===== src/rtl/vxe_vpu_cmd_dispatch.sv =====
// VPU command dispatcher: pops the VPU command queue, issues per-thread
// setup writes, broadcasts PROD/STORE runs and serialises on busy/SYNC.
//
// Ports:
//   clk, rst        clock, synchronous active-high reset
//   o_busy          dispatcher not idle (state or pending setup write)
//   i_vld/o_rd      queue handshake; o_rd pops in the same cycle
//   i_op/i_th/i_pl  command opcode, target thread, 48-bit payload
//   o_wr_*          registered one-cycle setup write (RS/RT/RD/LEN)
//   o_run*          one-cycle run strobe; op/arg/mask hold until next run
//   i_th_busy       per-thread busy from the thread units
//   o_sync          one-cycle SYNC completion pulse
//   i_err_clr       clears the sticky bad-opcode flag
//   o_err/o_err_op  sticky bad-opcode flag and first offending opcode
//
// Build option: define VXE_VPU_DISPATCH_ERR_EN to enable the bad-opcode
// flag. Without it unknown opcodes are silently consumed and o_err /
// o_err_op are tied to zero.

module vxe_vpu_cmd_dispatch #(
  parameter int NR_THREADS = 8
) (
  input  logic        clk,
  input  logic        rst,
  output logic        o_busy,
  input  logic        i_vld,
  output logic        o_rd,
  input  logic [4:0]  i_op,
  input  logic [2:0]  i_th,
  input  logic [47:0] i_pl,
  output logic        o_wr_vld,
  output logic [2:0]  o_wr_th,
  output logic [1:0]  o_wr_sel,
  output logic [47:0] o_wr_data,
  output logic        o_run,
  output logic        o_run_op,
  output logic [7:0]  o_run_arg,
  output logic [7:0]  o_run_mask,
  input  logic [7:0]  i_th_busy,
  output logic        o_sync,
  input  logic        i_err_clr,
  output logic        o_err,
  output logic [4:0]  o_err_op
);

  localparam logic [2:0] S_IDLE  = 3'd0;
  localparam logic [2:0] S_ISSUE = 3'd1;
  localparam logic [2:0] S_GUARD = 3'd2;
  localparam logic [2:0] S_WAIT  = 3'd3;
  localparam logic [2:0] S_SYNC  = 3'd4;

  localparam logic [4:0] OP_NOP    = 5'h00;
  localparam logic [4:0] OP_SETRS  = 5'h08;
  localparam logic [4:0] OP_SETRT  = 5'h09;
  localparam logic [4:0] OP_SETRD  = 5'h0A;
  localparam logic [4:0] OP_SETLEN = 5'h0B;
  localparam logic [4:0] OP_SETEN  = 5'h0C;
  localparam logic [4:0] OP_PROD   = 5'h10;
  localparam logic [4:0] OP_STORE  = 5'h11;
  localparam logic [4:0] OP_SYNC   = 5'h1F;

  // Thread-count helpers: NR_TH for range checks, TH_MASK to ignore
  // busy bits of thread units that do not exist.
  localparam logic [3:0] NR_TH   = 4'(NR_THREADS);
  localparam logic [8:0] TH_ONE  = 9'd1 << NR_THREADS;
  localparam logic [7:0] TH_MASK = 8'(TH_ONE - 9'd1);

  logic [2:0]  state_q, state_d;
  logic [7:0]  mask_q, mask_d;
  logic        wr_vld_q, wr_vld_d;
  logic [2:0]  wr_th_q, wr_th_d;
  logic [1:0]  wr_sel_q, wr_sel_d;
  logic [47:0] wr_data_q, wr_data_d;
  logic        run_op_q, run_op_d;
  logic [7:0]  run_arg_q, run_arg_d;
  logic [7:0]  run_mask_q, run_mask_d;

  logic pop;
  logic th_ok;
  logic th_idle;
  logic run_done;
  logic bad_op;

  // The queue head is consumed on the same edge that o_rd is high.
  assign pop      = (state_q == S_IDLE) & i_vld & ~rst;
  assign th_ok    = {1'b0, i_th} < NR_TH;
  assign th_idle  = (i_th_busy & TH_MASK) == 8'h00;
  assign run_done = (i_th_busy & run_mask_q) == 8'h00;

  always_comb begin
    state_d    = state_q;
    mask_d     = mask_q;
    wr_vld_d   = 1'b0;
    wr_th_d    = wr_th_q;
    wr_sel_d   = wr_sel_q;
    wr_data_d  = wr_data_q;
    run_op_d   = run_op_q;
    run_arg_d  = run_arg_q;
    run_mask_d = run_mask_q;
    bad_op     = 1'b0;

    unique case (state_q)
      S_IDLE: begin
        if (pop) begin
          unique case (i_op)
            OP_NOP: begin
            end
            OP_SETRS, OP_SETRT, OP_SETRD, OP_SETLEN: begin
              wr_vld_d  = 1'b1;
              wr_th_d   = i_th;
              wr_sel_d  = i_op[1:0];
              wr_data_d = i_pl;
            end
            OP_SETEN: begin
              if (th_ok) begin
                mask_d[i_th] = i_pl[0];
              end
            end
            OP_PROD, OP_STORE: begin
              // A run with no enabled thread is dropped.
              if (mask_q != 8'h00) begin
                state_d    = S_ISSUE;
                run_op_d   = i_op[0];
                run_arg_d  = i_pl[7:0];
                run_mask_d = mask_q;
              end
            end
            OP_SYNC: begin
              state_d = S_SYNC;
            end
            default: begin
              bad_op = 1'b1;
            end
          endcase
        end
      end
      S_ISSUE: begin
        state_d = S_GUARD;
      end
      // Threads raise busy only after seeing o_run, so one cycle is
      // spent here before busy is trusted.
      S_GUARD: begin
        state_d = S_WAIT;
      end
      S_WAIT: begin
        if (run_done) begin
          state_d = S_IDLE;
        end
      end
      S_SYNC: begin
        if (th_idle) begin
          state_d = S_IDLE;
        end
      end
      default: begin
        state_d = S_IDLE;
      end
    endcase
  end

  always_ff @(posedge clk) begin
    if (rst) begin
      state_q    <= S_IDLE;
      mask_q     <= 8'h00;
      wr_vld_q   <= 1'b0;
      wr_th_q    <= 3'd0;
      wr_sel_q   <= 2'd0;
      wr_data_q  <= 48'h0;
      run_op_q   <= 1'b0;
      run_arg_q  <= 8'h00;
      run_mask_q <= 8'h00;
    end else begin
      state_q    <= state_d;
      mask_q     <= mask_d;
      wr_vld_q   <= wr_vld_d;
      wr_th_q    <= wr_th_d;
      wr_sel_q   <= wr_sel_d;
      wr_data_q  <= wr_data_d;
      run_op_q   <= run_op_d;
      run_arg_q  <= run_arg_d;
      run_mask_q <= run_mask_d;
    end
  end

  assign o_rd       = pop;
  assign o_busy     = (state_q != S_IDLE) | wr_vld_q;
  assign o_wr_vld   = wr_vld_q;
  assign o_wr_th    = wr_th_q;
  assign o_wr_sel   = wr_sel_q;
  assign o_wr_data  = wr_data_q;
  // Strobes are masked by rst so an aborted operation never pulses.
  assign o_run      = (state_q == S_ISSUE) & ~rst;
  assign o_run_op   = run_op_q;
  assign o_run_arg  = run_arg_q;
  assign o_run_mask = run_mask_q;
  assign o_sync     = (state_q == S_SYNC) & th_idle & ~rst;

`ifdef VXE_VPU_DISPATCH_ERR_EN
  logic       err_q, err_d;
  logic [4:0] err_op_q, err_op_d;

  // Clear wins over a coinciding new error; only the first bad
  // opcode after a clear is recorded.
  always_comb begin
    err_d    = err_q;
    err_op_d = err_op_q;
    if (i_err_clr) begin
      err_d = 1'b0;
    end else if (bad_op && !err_q) begin
      err_d    = 1'b1;
      err_op_d = i_op;
    end
  end

  always_ff @(posedge clk) begin
    if (rst) begin
      err_q    <= 1'b0;
      err_op_q <= 5'h00;
    end else begin
      err_q    <= err_d;
      err_op_q <= err_op_d;
    end
  end

  assign o_err    = err_q;
  assign o_err_op = err_op_q;
`else
  logic unused_err;
  assign unused_err = i_err_clr ^ bad_op;
  assign o_err      = 1'b0;
  assign o_err_op   = 5'h00;
`endif

endmodule


===== config.mk =====
export PLATFORM = sky130hd
export DESIGN_NAME = vxe_vpu_cmd_dispatch
export DESIGN_NICKNAME = d
export VERILOG_FILES = /design/src/rtl/vxe_vpu_cmd_dispatch.sv
export SDC_FILE = /design/constraint.sdc
export NUM_CORES = 1
export LEC_CHECK = 0
export ABC_AREA = 1
export CAP_MARGIN = 20
export CORE_ASPECT_RATIO = 1.25
export CORE_MARGIN = 1.5
export CORE_UTILIZATION = 62
export DETAILED_ROUTE_END_ITERATION = 8
export DONT_BUFFER_PORTS = 1
export GPL_ROUTABILITY_DRIVEN = 0
export PLACE_DENSITY_LB_ADDON = 0.08
export REMOVE_ABC_BUFFERS = 1
export SETUP_SLACK_MARGIN = 0.3
export SYNTH_ARGS = -nofsm -noshare
export SYNTH_HDL_FRONTEND = slang
export SYNTH_SLANG_ARGS = --single-unit

===== constraint.sdc =====
create_clock -name clk -period 1.6 [get_ports clk]
set_clock_uncertainty 0.1 [all_clocks]
set_input_delay 0.16 -clock clk [delete_from_list [all_inputs] [get_ports clk]]
set_output_delay 0.16 -clock clk [all_outputs]
set_load 0.02 [all_outputs]

==> flow_summary.yaml, run 1 <==
place:
  portBuffers: 0
  place_inst: 492
  place_area_um2: 3343
  hpwl_um: 4900
synthesis:
  synth_area_um2: 3279
  synthTopCellsByArea: "dfxtp_1 (50%), nor2_1 (15%), o21ai_1 (5.5%), nand2_1 (4.8%), o21ai_0 (4.7%)"
  synthCells: 435
  ys_warn_count: 0
  synth.distinct_cells: 28
  yosysTopAreaCellShare: 0.5006
  syn_avg_cell_area_um2: 7.539
  seq_area_frac_synth: 0.5006
  ys_ff_latch: 82
  yosysTopAreaCell: "dfxtp_1"
outcome:
  outcome: "did not finish"
  tool.error: "[ERROR DPL-0038] Utilization greater than 100%, impossible to legalize"
  failed_stage: "5_1_grt"
clock_tree:
  numCtsBuffers: 9
  htreeDepth: 3
  clk_path_buf_depth: 2
  clkSinkCount: 82
  clockRootBuffer: "clkbuf_8"
die:
  dieWidth_um: 68.05
  io_pins: 149
  start_util: 0.6456
  rows: 29
  die_height_um: 84.31
sta:
  worst-ep-kind: "sequential cell input"
  grt-worst-endpoint: "state_q[2]$_SDFFE_PP0P_/D"
grt:
  grt_max_degree: 71
[cell families after synthesis]
logic type | Yosys count | share of synthesized area
simple gates | 204 | 0.2545
compound gates | 97 | 0.1553
flops | 82 | 0.5006
buf+inv | 51 | 0.08852
other cells | 1 | 0.001144
[repair_timing]
| item | 4_1_cts |
|---|---|
| buffers inserted | 10 |
| endpoints found under the hold margin | 80 |
| cloned | 10 |
| setup endpoints to repair | 85 |
| hold buffers | 54 |
| resized for setup | 54 |
| pin swaps | 11 |
[synthesized netlist by cell type (all sizes together)]
library cell / number
a21oi: 26
a31oi: 1
buf: 19
clkbuf: 8
clkinv: 1
conb: 1
dfxtp: 82
inv: 23
nand2: 45
nand3: 18
nand4: 1
nor2: 137
nor3: 1
nor4: 1
o21ai: 70
or2: 1
[per-stage QoR]
stage,TNS [ps],worst slack [ps]
after CTS,0,19.42
after detailed placement,0,121.7
after global placement,0,172.7
after floorplan,-24590,-521.6
==> inputs of run 2 (changes only) <==
Settings changed: CORE_ASPECT_RATIO 1.25 to not set, CORE_UTILIZATION 62 to 40, PLACE_DENSITY_LB_ADDON 0.08 to 0.15, SETUP_SLACK_MARGIN 0.3 to not set.
==> run 2 against run 1 <==
The run now ends clean. Synthesized cell count did not move. Area after synthesis unchanged.
==> flow_summary.yaml, run 2 <==
drt:
  vias: 3019
  routed_wirelength_um: 9018
  wl_per_cell_um: 14.78
  first_pass_iters: 4
  drc: 0
  drt_iter0_drc: 110
  drtAntennaViolNets: 0
  vias_per_cell: 4.949
die:
  rows: 32
  dieArea_um2: 8751
  die_height_um: 93.55
  core-area_um2: 7848
  dieWidth_um: 93.55
  start_util: 0.4179
  io_pins: 149
clock_tree:
  path_clk_slew_ps: 80
  numCtsBuffers: 9
  cts_tree: "done"
  clk_latency_ps: 340
  clk_path_buf_depth: 2
  clockRootBuffer: "clkbuf_8"
  clkSinkCount: 82
  htreeDepth: 3
synthesis:
  synth_edf_count: 0
  ys_warn_count: 0
  async_flop_share: 0
  yosysTopAreaCell: "dfxtp_1"
  synth_area_um2: 3279
  ys_ff_latch: 82
  seq_area_frac_synth: 0.5006
  synthTopCellsByArea: "dfxtp_1 (50%), nor2_1 (15%), o21ai_1 (5.5%), nand2_1 (4.8%), o21ai_0 (4.7%)"
  yosys-top-cells-count: "nor2_1 (133), dfxtp_1 (82), nand2_1 (42), o21ai_1 (36), o21ai_0 (31)"
  synth.distinct_cells: 28
  ys.flop_type: "dfxtp_1"
  yosysTopAreaCellShare: 0.5006
  syn_avg_cell_area_um2: 7.539
  yosysMostFrequentCell: "nor2_1"
  synthCells: 435
outcome:
  outcome: "complete, no violations"
layout:
  layout-drive-gt1-share: 0.1496
  fillers: 762
  final_common_cell: "nor2_1"
  largest_register_ffs: 48
  area_delta_synth_final_pct: 34.49
  final_cell_mix: "nor2_1 (130), dfxtp_1 (79), dlygate4sd3_1 (54)"
  finalNetCount: 571
  finish.instance_area_um2: 4410
  num_antenna_cells: 0
pwr:
  p_per_area_nw_per_um2: 1110
  peakVddDrop_v: 0.0005442
  finalPower_mw: 4.897
  p_leak_nw: 1.727
critical_path:
  crit_required_ps: 1340
  worst_ep_arrival_time_ps: 1330
  start_kind: "register"
  path_max_fanout: 3
  endpoint_kind: "output pin"
  critPathKind: "register to output pin"
sta:
  period_minus_slack_ps: 1587
  fin_ws_ps: 13.44
  setup_tns_ps: 0
  grt_setup_unrepaired: "yes"
  finalCritPeriodShare: 0.9916
  slew_viol_final: 0
  max_freq_mhz: 630.3
  setup_viol_count_final: 0
  hold_viol_final: 0
grt:
  grt_max_degree: 59
  grt_pass1_wl_um: 13140
  grt_pass1_vias: 2852
  antenna_found_initial: 0
  grt_overflow: 0
  grt_use_total: 0.1911
place:
  portBuffers: 0
  pre_cts_ws_ps: -15.55
  place_area_um2: 3388
  hpwl_um: 5329
worst_hold_path:
  hold_class: "primary input to register"
job:
  drv_cap: 0
## run 2: final cells by class
cell class              instances  area (um^2)  area share
multi-input cells             307         1466      0.3325
inverters                      24        117.6     0.02667
clock inverters                 4        73.82     0.01674
well taps                     102        127.6     0.02894
clock buffers                  12        155.1     0.03518
repair inverters                1        8.758    0.001986
flip-flops and latches         82         1645      0.3731
repair buffers                 78        815.8      0.1850
## run 2: what timing repair did
| item | in CTS | in global routing |
|---|---|---|
| hold buffers | 54 | 0 |
| gates resized for setup | 10 | 42 |
| buffers inserted | 3 | 1 |
| pin swaps | 2 | 5 |
| cloned | 0 | 3 |
| setup endpoints to repair | 5 | 72 |
| hold endpoints to repair | 71 | 0 |
## run 2: path summary, 6_finish.rpt
path / from / to / slack (ps) / cells after the start
setup reg to reg: state_q[0] / mask_q[1] / 50 / 9
hold reg to reg: mask_q[2] / mask_q[2] / 380 / 2
hold / removal: rst / mask_q[5] / 90 / 4
setup / recovery: state_q[0] / o_sync / 10 / 5
## run 2: metrics by stage
step | hold slack [ps] | instances | utilization
6_report | 88.96 | 610 | 0.5620
3_3_place_gp | 131.5 | 533 | 0.4318
5_1_grt | 95.76 | 610 | 0.5620
4_1_cts | 63.10 | 606 | 0.5359
2_1_floorplan | 129.1 | 413 | -
3_5_place_dp | 134.8 | 533 | 0.4318
## run 2: cell families (layout without fill, tap and decap cells)
family	Yosys count	after routing	synth area share
buffers and inverters	51	119	0.08852
AND/OR/NAND/NOR	204	204	0.2545
flip-flops	82	82	0.5006
other	1	6	0.001144
AO/OA/AOI/OAI	97	97	0.1553
## run 2: critical path: stages (launching register included)
cell and delay (ps):
dfxtp_2 330, buf_6 120, inv_4 50, nand3_4 80, nor4_4 240, buf_4 170
## run 2: routing by layer
metal | wire (um) | track usage | part of all wire | vias up
li1 | - | - | - | 1528
met1 | 3823 | 0.2218 | 0.42 | 1368
met2 | 4382 | 0.3267 | 0.49 | 110
met3 | 660 | 0.05447 | 0.073 | 13
met4 | 151 | 0.08209 | 0.017 | 0
met5 | 0 | 0 | 0 | -
## run 2: report_power, final
group	switching (mW)	internal [mW]	total (mW)	leakage [nW]
clock	0.739	0.966	1.70	0.117
sequential	0.139	2.13	2.27	0.663
combinational	0.513	0.409	0.922	0.947
Note: power is estimated with default switching activity, not from simulation.
